$ cat src/rtl/regfile_write_scheduler_pkg.sv
// ----------------------------------------------------------------------------
// regfile_write_scheduler_pkg
//   Shared sizing constants for the register-file write scheduler slice and a
//   small helper that sizes the starvation counter.
//   No ports (package).
// ----------------------------------------------------------------------------
package regfile_write_scheduler_pkg;

  localparam int WORD_SIZE_DEF    = 16;
  localparam int REG_SIZE_DEF     = 2;
  localparam int REG_NUMS_DEF     = 4;
  localparam int STARVE_LIMIT_DEF = 4;

  // Width needed to hold 0..limit; the counter saturates at the limit.
  function automatic int starve_cnt_width(input int limit);
    return $clog2(limit + 1);
  endfunction

endpackage

$ cat src/rtl/regfile_scoreboard.sv
// ----------------------------------------------------------------------------
// regfile_scoreboard
//   Per-register busy bits plus RAW/WAW hazard detection for the instruction
//   presented at decode.
//   Ports:
//     Clk, Reset_N           clock, synchronous active-low reset
//     set_valid, set_rd      instruction issuing this cycle marks set_rd busy
//     clr_valid, clr_rd      write being registered this cycle frees clr_rd
//     uses_rs1/rs1, uses_rs2/rs2, writes_rd/rd   decode operand description
//     hazard                 RAW or WAW hazard against the current busy bits
// ----------------------------------------------------------------------------
module regfile_scoreboard
  import regfile_write_scheduler_pkg::*;
#(
  parameter int REG_SIZE = REG_SIZE_DEF,
  parameter int REG_NUMS = REG_NUMS_DEF
) (
  input  logic                Clk,
  input  logic                Reset_N,
  input  logic                set_valid,
  input  logic [REG_SIZE-1:0] set_rd,
  input  logic                clr_valid,
  input  logic [REG_SIZE-1:0] clr_rd,
  input  logic                uses_rs1,
  input  logic [REG_SIZE-1:0] rs1,
  input  logic                uses_rs2,
  input  logic [REG_SIZE-1:0] rs2,
  input  logic                writes_rd,
  input  logic [REG_SIZE-1:0] rd,
  output logic                hazard
);

  logic [REG_NUMS-1:0] busy_r;
  logic [REG_NUMS-1:0] busy_next_s;
  logic                raw_s;
  logic                waw_s;

  // Next busy vector: clear first, then set, so a same-register collision leaves it busy.
  always_comb begin
    busy_next_s = busy_r;
    if (clr_valid) begin
      busy_next_s[clr_rd] = 1'b0;
    end else begin
      busy_next_s = busy_next_s;
    end
    if (set_valid) begin
      busy_next_s[set_rd] = 1'b1;
    end else begin
      busy_next_s = busy_next_s;
    end
  end

  // Busy vector register.
  always_ff @(posedge Clk) begin
    if (!Reset_N) begin
      busy_r <= {REG_NUMS{1'b0}};
    end else begin
      busy_r <= busy_next_s;
    end
  end

  // Hazards only look at registered busy bits; there is no bypass from the write port.
  always_comb begin
    raw_s  = (uses_rs1 & busy_r[rs1]) | (uses_rs2 & busy_r[rs2]);
    waw_s  = writes_rd & busy_r[rd];
    hazard = raw_s | waw_s;
  end

endmodule

$ cat src/rtl/regfile_write_scheduler.sv
// ----------------------------------------------------------------------------
// regfile_write_scheduler
//   Shares the single register-file write port between the fixed-latency
//   writeback (WB, always wins) and the multi-cycle unit (MC, req/ack), keeps
//   a busy scoreboard and stalls decode on RAW/WAW hazards or MC starvation.
//   Ports:
//     Clk, Reset_N                      clock, synchronous active-low reset
//     issue_*                           decode instruction description
//     issue_stall                       hold decode this cycle
//     wb_req/wb_rd/wb_data              writeback write request
//     mc_req/mc_rd/mc_data, mc_ack      multi-cycle write request and grant
//     rf_regWrite/rf_regW/rf_writeData  registered register-file write port
// ----------------------------------------------------------------------------
module regfile_write_scheduler
  import regfile_write_scheduler_pkg::*;
#(
  parameter int WORD_SIZE    = WORD_SIZE_DEF,
  parameter int REG_SIZE     = REG_SIZE_DEF,
  parameter int REG_NUMS     = REG_NUMS_DEF,
  parameter int STARVE_LIMIT = STARVE_LIMIT_DEF
) (
  input  logic                 Clk,
  input  logic                 Reset_N,
  input  logic                 issue_valid,
  input  logic                 issue_uses_rs1,
  input  logic [REG_SIZE-1:0]  issue_rs1,
  input  logic                 issue_uses_rs2,
  input  logic [REG_SIZE-1:0]  issue_rs2,
  input  logic                 issue_writes_rd,
  input  logic [REG_SIZE-1:0]  issue_rd,
  output logic                 issue_stall,
  input  logic                 wb_req,
  input  logic [REG_SIZE-1:0]  wb_rd,
  input  logic [WORD_SIZE-1:0] wb_data,
  input  logic                 mc_req,
  input  logic [REG_SIZE-1:0]  mc_rd,
  input  logic [WORD_SIZE-1:0] mc_data,
  output logic                 mc_ack,
  output logic                 rf_regWrite,
  output logic [REG_SIZE-1:0]  rf_regW,
  output logic [WORD_SIZE-1:0] rf_writeData
);

  localparam int               CNT_W      = starve_cnt_width(STARVE_LIMIT);
  localparam logic [CNT_W-1:0] STARVE_MAX = CNT_W'(STARVE_LIMIT);

  logic                 mc_ack_s;
  logic                 wr_valid_s;
  logic [REG_SIZE-1:0]  wr_rd_s;
  logic [WORD_SIZE-1:0] wr_data_s;
  logic                 hazard_s;
  logic                 starve_s;
  logic                 issue_stall_s;
  logic                 issue_fire_s;
  logic [CNT_W-1:0]     starve_cnt_r;

  // Fixed-priority arbiter: WB is never delayed, MC only takes idle slots.
  always_comb begin
    mc_ack_s   = mc_req & ~wb_req & Reset_N;
    wr_valid_s = wb_req | mc_ack_s;
    if (wb_req) begin
      wr_rd_s   = wb_rd;
      wr_data_s = wb_data;
    end else begin
      wr_rd_s   = mc_rd;
      wr_data_s = mc_data;
    end
  end

  // Decode stall: hazards or forced bubble, only while an instruction is presented.
  always_comb begin
    starve_s      = (starve_cnt_r >= STARVE_MAX);
    issue_stall_s = issue_valid & (hazard_s | starve_s);
    issue_fire_s  = issue_valid & ~issue_stall_s & issue_writes_rd;
  end

  assign mc_ack      = mc_ack_s;
  assign issue_stall = issue_stall_s;

  // Write port: one-cycle latency; address/data hold when no one writes.
  always_ff @(posedge Clk) begin
    if (!Reset_N) begin
      rf_regWrite  <= 1'b0;
      rf_regW      <= {REG_SIZE{1'b0}};
      rf_writeData <= {WORD_SIZE{1'b0}};
    end else if (wr_valid_s) begin
      rf_regWrite  <= 1'b1;
      rf_regW      <= wr_rd_s;
      rf_writeData <= wr_data_s;
    end else begin
      rf_regWrite  <= 1'b0;
    end
  end

  // Starvation counter: counts consecutive cycles MC is blocked by WB, saturating.
  always_ff @(posedge Clk) begin
    if (!Reset_N) begin
      starve_cnt_r <= {CNT_W{1'b0}};
    end else if (mc_req & wb_req) begin
      if (starve_cnt_r < STARVE_MAX) begin
        starve_cnt_r <= starve_cnt_r + CNT_W'(1'b1);
      end else begin
        starve_cnt_r <= starve_cnt_r;
      end
    end else begin
      starve_cnt_r <= {CNT_W{1'b0}};
    end
  end

  regfile_scoreboard #(
    .REG_SIZE (REG_SIZE),
    .REG_NUMS (REG_NUMS)
  ) u_scoreboard (
    .Clk       (Clk),
    .Reset_N   (Reset_N),
    .set_valid (issue_fire_s),
    .set_rd    (issue_rd),
    .clr_valid (wr_valid_s),
    .clr_rd    (wr_rd_s),
    .uses_rs1  (issue_uses_rs1),
    .rs1       (issue_rs1),
    .uses_rs2  (issue_uses_rs2),
    .rs2       (issue_rs2),
    .writes_rd (issue_writes_rd),
    .rd        (issue_rd),
    .hazard    (hazard_s)
  );

endmodule

$ cat config.mk
export PLATFORM = sky130hd
export DESIGN_NAME = regfile_write_scheduler
export DESIGN_NICKNAME = d
export VERILOG_FILES = /design/src/rtl/regfile_write_scheduler_pkg.sv /design/src/rtl/regfile_scoreboard.sv /design/src/rtl/regfile_write_scheduler.sv
export SDC_FILE = /design/constraint.sdc
export NUM_CORES = 1
export LEC_CHECK = 0
export CAP_MARGIN = 30
export CORE_ASPECT_RATIO = 2
export CORE_MARGIN = 2
export CORE_UTILIZATION = 52
export CTS_CLUSTER_DIAMETER = 150
export DETAILED_ROUTE_END_ITERATION = 8
export DONT_BUFFER_PORTS = 1
export GPL_ROUTABILITY_DRIVEN = 0
export GPL_TIMING_DRIVEN = 0
export PLACE_DENSITY = 0.67
export REMOVE_ABC_BUFFERS = 1
export SLEW_MARGIN = 10
export SYNTH_ARGS = -nofsm -noshare
export SYNTH_HDL_FRONTEND = slang
export SYNTH_SLANG_ARGS = --single-unit
$ cat constraint.sdc
create_clock -name Clk -period 2.6 [get_ports Clk]
set_input_delay 0.26 -clock Clk [delete_from_list [all_inputs] [get_ports Clk]]
set_output_delay 0.26 -clock Clk [all_outputs]
set_load 0.1 [all_outputs]
# Word level (Yosys, flattened, before mapping)
# Index checks and enable logic that the tools add are counted.
# totals
ff_bits,26
in_bits,50
wordCells,50
# classes
n_mux,15
order_cmp,8
bitwise_logic,18
add_sub_neg,1
reduce_logical,3
# ops
operator,n
$mux 16,1
$lt 2x3->1 const B,4
$and 1x1->1,9
$mux 4,2
$bmux 1 s2,3
$mux 1,6
$and 4x4->4,1
$demux 1 s2,2
$ge 2x1->1 const B,2
$not 4->4,1
$or 1x1->1,4
$or 4x4->4,1
$add 3x1->3 const B,1
$ge 3x3->1 const B,1
$lt 3x3->1 const B,1
$logic_and 1x1->1,2
$mux 2,1
$not 1->1,2
$reduce_and 2->1,1

# Depth between registers and ports, before layout
# Gate-level depths: netlist of the first run.
# logic_depth
ltp_word,11
mapped_depth,6
depth_no_buf,4

# Cells and area by module
# A second synthesis of the first run with hierarchy kept.
# hier_totals
cells_unflattened,132
area_unflattened_um2,1458.9
# modules_own_cells
mod,area_per_inst_um2,cells_each,instances
regfile_write_scheduler,1177.4,101,1
regfile_scoreboard,281.5,31,1

# Least setup slack after synthesis of the first run
# No wires, ideal clock.
# synth_timing
kind,reg-to-output
startpoint,register u_scoreboard.busy_r[2]
endpoint,output issue_stall
arrival_ns,2.565
setup_slack_ns,-0.225
n_path_buf,0
t_required_ns,2.340
path_stages_with_launch,5
path_cell_list,dfxtp_1 mux2_1 nor2_1 or3b_1 a31oi_1
# synth_via
elab_chain_len,7
elab_cells_between_ends,13
cone_classes,mux: 6; bitwise: 7
# synth_rtl
element,line_no,source
from (decl),regfile_scoreboard.sv:33,logic [REG_NUMS-1:0] busy_r;
from (signal assigned),regfile_scoreboard.sv:56,busy_r <= {REG_NUMS{1'b0}};
from (signal assigned),regfile_scoreboard.sv:58,busy_r <= busy_next_s;
$bmux 1 s2,regfile_scoreboard.sv:64,raw_s = (uses_rs1 & busy_r[rs1]) | (uses_rs2 & busy_r[rs2]);
$mux 1 (not written as such),regfile_scoreboard.sv:64,
$and 1x1->1,regfile_scoreboard.sv:64,
$or 1x1->1,regfile_scoreboard.sv:64,
$or 1x1->1 (*),regfile_scoreboard.sv:66,hazard = raw_s | waw_s;
$or 1x1->1 (*),regfile_write_scheduler.sv:73,issue_stall_s = issue_valid & (hazard_s | starve_s);
$and 1x1->1 (*),regfile_write_scheduler.sv:73,
to (decl),regfile_write_scheduler.sv:31,"output logic issue_stall,"
# Every way passes the cells marked *; elsewhere a longest branch is shown, timed or not. The select of a mux whose other input is x is not followed.

# Worst setup path in the final report of the first run
# layout_timing
startpoint,register u_scoreboard.busy_r[0]
endpoint,output issue_stall
# Same word-level chain as after synthesis.

==> results of run 1 <==
[critical path: stages (launching register included)]
cell	delay, ps
dfxtp_1	410
mux2_1	200
nor2_1	50
or3b_1	390
a31oi_2	220
buf_8	220
[power groups by stage]
stage | Sequential (mW) | Combinational [mW] | Clock [mW]
after floorplan | 0.584 | 0.0788 | 0
after global placement | 0.588 | 0.0841 | 0
after detailed placement | 0.589 | 0.0950 | 0
after CTS | 0.580 | 0.0949 | 0.260
after global routing | 0.583 | 0.104 | 0.282
final | 0.580 | 0.0938 | 0.252
[cell usage in the layout, fill, tap and decap left out, types with 2 or more instances in the layout]
master    netlist  layout
dfxtp_1        26      26
nand2_1        20      20
mux2i_1        20      20
o21ai_1        18      18
and2_1         16      16
nor2_1          8       7
clkbuf_8        0       4
nand2b_1        3       3
mux2_2          2       2
nand3_1         2       2
mux2_1          2       2
nor2b_1         2       2
inv_1           2       2
nand4b_1        2       2
nand4_1         2       2
and4b_1         2       2
a21oi_1         2       2
o31ai_1         2       2
buf_8           0       2
[layout make-up]
class / instances / share of cell area [%]
clock buffer: 4 / 3.82
inverter: 2 / 0.521
sequential: 26 / 36.1
timing repair buffer: 2 / 2.09
multi-input combinational: 117 / 55.0
tap: 28 / 2.43
[cell families (layout without fill, tap and decap cells)]
kind of cell	Yosys count	in the layout	synth area share [%]
and+or+nand+nor	58	58	22.4
muxes	24	24	18.0
adders and majority gates	1	1	0.920
DFF	26	26	38.3
AOI/OAI and AO/OA	33	33	15.5
xor gates and xnor gates	1	1	0.644
buffers and inverters	13	8	4.14
[worst max path at each step]
stage                           start          end  cells past startpoint
2_1_floorplan  u_scoreboard.busy_r[2]  issue_stall                      4
3_3_place_gp   u_scoreboard.busy_r[2]  issue_stall                      4
3_5_place_dp   u_scoreboard.busy_r[2]  issue_stall                      5
4_1_cts        u_scoreboard.busy_r[2]  issue_stall                      5
5_1_grt        u_scoreboard.busy_r[2]  issue_stall                      5
6_report       u_scoreboard.busy_r[0]  issue_stall                      5
[stage by stage]
step | total power, mW | setup slack, ps | util [%]
floorplan | 0.662 | -225 | -
global placement | 0.673 | -332 | 53.7
detailed placement | 0.684 | 897 | 55.3
CTS | 0.935 | 591 | 57.5
global route | 0.969 | 523 | 57.5
finish | 0.925 | 596 | 57.5
[routing by layer]
| layer | part of all wire [%] | wire length (um) | vias to the layer above |
|---|---|---|---|
| met3 | 6.7 | 197 | 4 |
| met5 | 0 | 0 | - |
| li1 | - | - | 540 |
| met1 | 36 | 1070 | 496 |
| met4 | 1.2 | 34 | 0 |
| met2 | 56 | 1640 | 49 |
[state kept, by name, indices dropped and copies added, names as in the netlist]
name and cells:
starve_cnt_r 3, rf_regW 2, rf_regWrite 1, rf_writeData 16, u_scoreboard.busy_r 4
==> results.txt, run 1 <==
status: finished clean
clk root buf: clkbuf_8
WHS Endpoint: rf_regWrite
Slew @ Worst Pin: 986 ps
kind of end point of the critical path: output port
Fmax: 499 MHz
leading cell types by count after synthesis: dfxtp_1 (26), mux2i_1 (20), nand2_1 (20)
sequential fraction of the synthesis area: 38.3%
slack of the worst reg-to-reg path: 1100 ps
met1 Use GR: 19.8%
Clock power frac: 27.2%
EDFF count, synth: 0
Starting Density: 54.3%
drt first-iter violations: 25
clk slew on worst S/H paths: 80 ps
final slew viol count: 0
Slew HR: 34.2%
vias in the first global route: 1067
reg2reg path depth: 3
fraction of registers with async set/reset: 0%
Pwr Density: 643 mW/mm^2
Placement Cell Area: 0.00139 mm^2
CP Data Required Time: 2340 ps
Post-DRT Antenna Nets: 0
DRT Pass-1 Iters: 4
GRT overflow: 0
min-delay src: mc_req
final non-filler cell total: 179
Crit Path Class: register to output port
worst-case clock buffer depth: 2
final hold slack: 110 ps
worst r2r src: rf_writeData[15]
logic gate share of total power: 10.1%
Sw Pwr: 0.319 mW
Routed WL: 2.94 mm
Avg Vias per Cell: 6.08
final setup fails: 0
DRC violations left: 0
H-tree Lvls: 1
post-synth cell types: 32
skew final: 1.18 ps
GR peak layer: met2
Final Cell Area: 0.00144 mm^2
Primary FF master, synth: dfxtp_1
Chip Height: 76.3 um
Cells after DPL: 175
Filler cells: 232
initial antenna violation count: 0
Yosys Warn Count: 0
critical path fanouts, max: 4
Total Nets Final: 203
Synth area leader: dfxtp_1
global-route wire length before repair: 4.41 mm
IO Count: 71
RSZ-0062 raised after global routing: false
Syn-to-layout area delta: 5.89%
Row Count: 26
most common cell in the netlist: dfxtp_1
max-capacitance violation count: 0
fin crit share: 77.1%
Vias: 1089
M2 GR Usage: 36.5%
CTS Sinks: 26
minimum clock period: 2000 ps
Switching Fraction: 34.4%
peak supply drop: 468 uV
register area: 520 um^2
Fin Setup TNS: 0 ps
Multi-input gate area: 792 um^2
Pleak: 0.614 nW
share of cells above drive strength 1: 7.95%
Hold Vio Cnt, Final: 0
worst min path class: primary input to register
Global Route Usage Sum: 20.3%
post-synthesis register bit count: 26
Inserted Diodes: 0
Flop pwr share: 62.6%
grt met3 use: 4.37%
post-synth top area share: 38.3%
worst skew pair latency: 260 ps
CTS tree: yes
core footprint: 0.00250 mm^2
total setup buffers inserted after CTS: 0
Post-Synthesis Cell Area: 0.00136 mm^2
# hold bufs at CTS: 0
post-CTS sizing: 0
Setup crit start kind: register
CP Data Arrival Time: 1740 ps
Port Buffers: 0
largest net degree at the start of global routing: 44
Die W: 40.2 um
R2R Path End: rf_writeData[15]
Internal: 0.607 mW
full die area: 0.00307 mm^2
Post-Syn Instances: 156
TritonCTS buffer count: 3
HPWL Detailed: 2.22 mm
Synth Area per Inst: 8.72 um^2
Hold Crit Depth: 1
routed length per placed instance: 16.4 um
Area contributors post-synth: dfxtp_1 (38%), mux2i_1 (15%), and2_1 (7.4%)
(Power assumes the default switching activity.)
==> inputs of run 2 (changes only) <==
PLACE_DENSITY = 0.7   (was 0.67)
clock period = 1.8 ns   (was 2.6 ns; I/O delays follow)
==> results.txt, run 2 (synthesis gave the netlist of run 1 again) <==
status: finished clean
Hold Vio Cnt, Final: 0
final setup fails: 0
Hold Crit Depth: 1
Final Cell Area: 0.00154 mm^2
Routed WL: 3.36 mm
delay of the slowest critical-path stage: 380 ps
Setup crit start kind: register
Avg Vias per Cell: 6.29
Port Buffers: 0
clk slew on worst S/H paths: 80 ps
Vias: 1164
minimum clock period: 1790 ps
global-route wire length before repair: 4.80 mm
Post-DRT Antenna Nets: 0
initial antenna violation count: 0
Chip Height: 76.3 um
Fin Setup TNS: 0 ps
commonest non-fill, non-tap cell in the layout: dfxtp_1
RSZ-0062 raised after global routing: true
CTS Sinks: 26
Slew @ Worst Pin: 998 ps
vias in the first global route: 1159
Global Route Usage Sum: 21.7%
R2R Path End: rf_writeData[5]
DRC violations left: 0
core footprint: 0.00250 mm^2
clk root buf: clkbuf_8
peak supply drop: 499 uV
IO Count: 71
min-delay src: Reset_N
TritonCTS buffer count: 3
most frequent cells in the layout: dfxtp_1 (22), nand2_1 (20), mux2i_1 (20)
# hold bufs at CTS: 0
max-capacitance violation count: 0
Largest register FFs: 16
top flop regs: rf_writeData (16), u_scoreboard.busy_r (4), starve_cnt_r (3)
CTS tree: yes
slack of the worst reg-to-reg path: 310 ps
WHS Endpoint: rf_writeData[13]
Crit Path Class: register to output port
Worst path slowest cell: dfxtp_2
routed length per placed instance: 18.1 um
Placement Cell Area: 0.00139 mm^2
worst skew pair latency: 260 ps
HPWL Detailed: 2.24 mm
reg2reg path depth: 3
Filler cells: 207
Fmax: 560 MHz
CP Data Arrival Time: 1610 ps
Syn-to-layout area delta: 13.1%
Final Power: 1.31 mW
worst r2r src: rf_writeData[5]
drt first-iter violations: 31
Top reg by flops: rf_writeData
Total Nets Final: 210
skew final: 3.67 ps
Die W: 40.2 um
Critical path buffers and inverters: 1
critical path fanouts, max: 4
worst min path class: primary input to register
fin crit share: 99.2%
Slew HR: 33.4%
family with the most delay on the worst path: simple AND/OR/NAND/NOR gates
critical path, cell by cell: mux2_4, nor2_2, or3b_4, a31oi_4, buf_12
final slew viol count: 0
DRT Pass-1 Iters: 4
kind of end point of the critical path: output port
share of cells above drive strength 1: 17.2%
CP Data Required Time: 1620 ps
GRT overflow: 0
Inserted Diodes: 0
largest net degree at the start of global routing: 44
Starting Density: 54.3%
Pwr Density: 849 mW/mm^2
H-tree Lvls: 1
Pleak: 0.656 nW
Row Count: 26
worst-case clock buffer depth: 2
full die area: 0.00307 mm^2
-- run 2: layout make-up --
type / instances / area [um^2] / share of cell area [%]
multi-input cells: 117 / 841 / 54.7
flip-flops and latches: 26 / 526 / 34.2
repair buffers: 9 / 87.6 / 5.70
clock buffers: 3 / 41.3 / 2.69
well taps: 28 / 35.0 / 2.28
inverters: 2 / 7.51 / 0.488
-- run 2: metrics by stage --
step                instances  hold slack [ps]  utilization, %  worst slack, ps
finish                    185             39.1            61.4             14.9
global route              185             24.1            61.4            -11.7
CTS                       184             30.1            60.3             3.86
detailed placement        175              303            55.3              187
global placement          173              301            53.7            -1040
floorplan                 145              290               -             -945
-- run 2: routing by layer --
layer	GRT usage (%)	up-vias	routed length, um
li1	-	549	-
met1	21.0	559	1190
met2	41.3	54	1980
met3	4.37	2	172
met4	5.17	0	16
met5	0	-	0
-- run 2: where the power goes --
group / leakage [nW] / internal (mW) / switching [mW]
registers: 0.216 / 0.608 / 0.230
clock network: 0.0216 / 0.149 / 0.158
logic: 0.418 / 0.0880 / 0.0711
-- run 2: worst register-to-register path, delay by kind of cell, from the launching register on --
kind / cells / cell delay, ps
flops: 1 / 980
compound gates: 1 / 160
mux: 1 / 180
simple gates: 1 / 130
-- run 2: how the worst max path moves through the flow --
stage,from,endpoint,slack [ps],cells after the start
after global placement,u_scoreboard.busy_r[2],issue_stall,-1040,4
after CTS,u_scoreboard.busy_r[0],issue_stall,4,5
after detailed placement,u_scoreboard.busy_r[0],issue_stall,190,5
final,u_scoreboard.busy_r[0],issue_stall,10,5
after global routing,u_scoreboard.busy_r[0],issue_stall,-10,5
after floorplan,u_scoreboard.busy_r[2],issue_stall,-950,4
-- run 2: what timing repair did --
| action | in CTS | in global routing |
|---|---|---|
| cloned | 0 | 0 |
| endpoints found under the setup margin | 1 | 1 |
| pin swaps | 3 | 1 |
| buffers inserted | 6 | 1 |
| resized for setup | 12 | 3 |
==> inputs of run 3 (changes only) <==
ABC_AREA = 1   (was not set)
CORE_ASPECT_RATIO = not set   (was 2)
==> results.txt, run 3 <==
worst r2r src: rf_writeData[11]
Filler cells: 222
Setup crit start kind: register
critical path launch point: u_scoreboard.busy_r[0]
commonest non-fill, non-tap cell in the layout: nand2_1
TritonCTS buffer count: 3
Slew HR: 34.0%
Pleak: 0.611 nW
Top reg by flops: rf_writeData
CTS Sinks: 26
final setup fails: 0
final slew viol count: 0
peak supply drop: 569 uV
Post-Syn Instances: 188
CP Data Required Time: 1620 ps
status: finished clean
vias in the first global route: 1121
total setup buffers inserted after CTS: 0
most frequent cells in the layout: nand2_1 (65), dfxtp_1 (26), o21ai_0 (17)
minimum clock period: 1680 ps
Area contributors post-synth: dfxtp_1 (41%), nand2_1 (19%), a31oi_1 (7.8%)
Total Nets Final: 241
final non-filler cell total: 216
EDFF count, synth: 0
share of cells above drive strength 1: 7.98%
Primary FF master, synth: dfxtp_1
max-capacitance violation count: 0
clk slew on worst S/H paths: 130 ps
Fin Setup TNS: 0 ps
leading cell types by count after synthesis: nand2_1 (65), dfxtp_1 (26), o21ai_0 (17)
worst skew pair latency: 310 ps
drt first-iter violations: 20
Row Count: 17
largest net degree at the start of global routing: 38
reg2reg path depth: 2
post-synthesis register bit count: 26
core footprint: 0.00228 mm^2
Avg Vias per Cell: 5.60
clk root buf: clkbuf_4
worst-case clock buffer depth: 2
R2R Path End: rf_writeData[11]
CTS tree: yes
WHS Endpoint: rf_writeData[14]
Hold Crit Depth: 2
top flop regs: rf_writeData (16), u_scoreboard.busy_r (4), starve_cnt_r (3)
Yosys Warn Count: 0
most common cell in the netlist: nand2_1
Hold Vio Cnt, Final: 0
fraction of registers with async set/reset: 0%
Multi-input gate area: 637 um^2
RSZ-0062 raised after global routing: false
Slew @ Worst Pin: 989 ps
Vias: 1210
Post-Synthesis Cell Area: 0.00128 mm^2
CP Data Arrival Time: 1500 ps
sequential fraction of the synthesis area: 40.8%
Inserted Diodes: 0
DRC violations left: 0
Largest register FFs: 16
slack of the worst reg-to-reg path: 310 ps
DRT Pass-1 Iters: 4
global-route wire length before repair: 4.42 mm
Global Route Usage Sum: 21.4%
Synth area leader: dfxtp_1
Die W: 53.5 um
H-tree Lvls: 1
Starting Density: 56.1%
full die area: 0.00287 mm^2
post-synth cell types: 23
Core Util, Final: 59.3%
Routed WL: 2.96 mm
GRT overflow: 0
skew final: 1.72 ps
Cells after DPL: 210
Crit Path Class: register to output port
Final Power: 1.29 mW
initial antenna violation count: 0
worst min path class: primary input to register
HPWL Detailed: 2.11 mm
critical path fanouts, max: 5
kind of end point of the critical path: output port
routed length per placed instance: 13.7 um
Fmax: 596 MHz
Synth Area per Inst: 6.79 um^2
Chip Height: 53.5 um
Pwr Density: 954 mW/mm^2
register area: 520 um^2
fin crit share: 93.2%
min-delay src: mc_data[14]
Syn-to-layout area delta: 5.69%
post-synth top area share: 40.8%
Port Buffers: 0
Post-DRT Antenna Nets: 0
IO Count: 71
==> run 3: layer usage <==
layer	share of wire (%)	vias up	GRT usage [%]
li1	-	615	-
met1	40	539	20.2
met3	7.7	2	5.28
met5	0	-	0
met4	0.47	0	8.12
met2	52	54	43.2
==> run 3: metrics by stage <==
| step | setup WS, ps | area, um^2 | hold slack, ps |
|---|---|---|---|
| CTS | 106 | 1330 | 5.97 |
| detailed placement | 338 | 1300 | 325 |
| finish | 122 | 1350 | 13.1 |
| global route | 12.5 | 1350 | 0.836 |
| global placement | -459 | 1260 | 324 |
| floorplan | -360 | 1230 | 318 |
==> run 3: critical path: stages, from the launching register on <==
cell and delay, ps:
dfxtp_1 390, inv_1 70, nand2_1 70, nand3_1 60
nand2_1 60, nand2_1 50, nand2_1 100, nor2_4 70
nor2_2 110, buf_8 210
==> run 3: logic make-up (layout without fill, tap and decap cells) <==
logic type | Yosys count | count (layout) | share of synthesized area, %
simple gates | 89 | 89 | 28.5
compound gates | 44 | 44 | 19.3
flops | 26 | 26 | 40.8
xor+xnor | 1 | 1 | 0.686
buf+inv | 27 | 27 | 9.71
fa+ha+maj | 1 | 1 | 0.980
==> run 3: layout make-up <==
class	count	area share, %
multi-input cells	135	47.2
well taps	28	2.60
repair buffers	5	4.45
inverters	19	5.47
flip-flops and latches	26	38.6
clock buffers	3	1.67
==> run 3: what timing repair did <==
item,in CTS,in global routing
hold buffers,1,2
endpoints found under the hold margin,16,4
resized for setup,0,0
==> run 3: how the worst max path moves through the flow <==
stage                             to  slack, ps  cells past startpoint
floorplan                issue_stall       -360                      8
global placement         issue_stall       -460                      8
detailed placement  rf_writeData[11]        340                      2
CTS                      issue_stall        110                      9
global route             issue_stall         10                      9
finish                   issue_stall        120                      9
==> run 3: power by group <==
part / internal [mW] / switching [mW]
Sequential: 0.613 / 0.276
Clock: 0.0781 / 0.157
Combinational: 0.0589 / 0.104
Total: 0.750 / 0.537
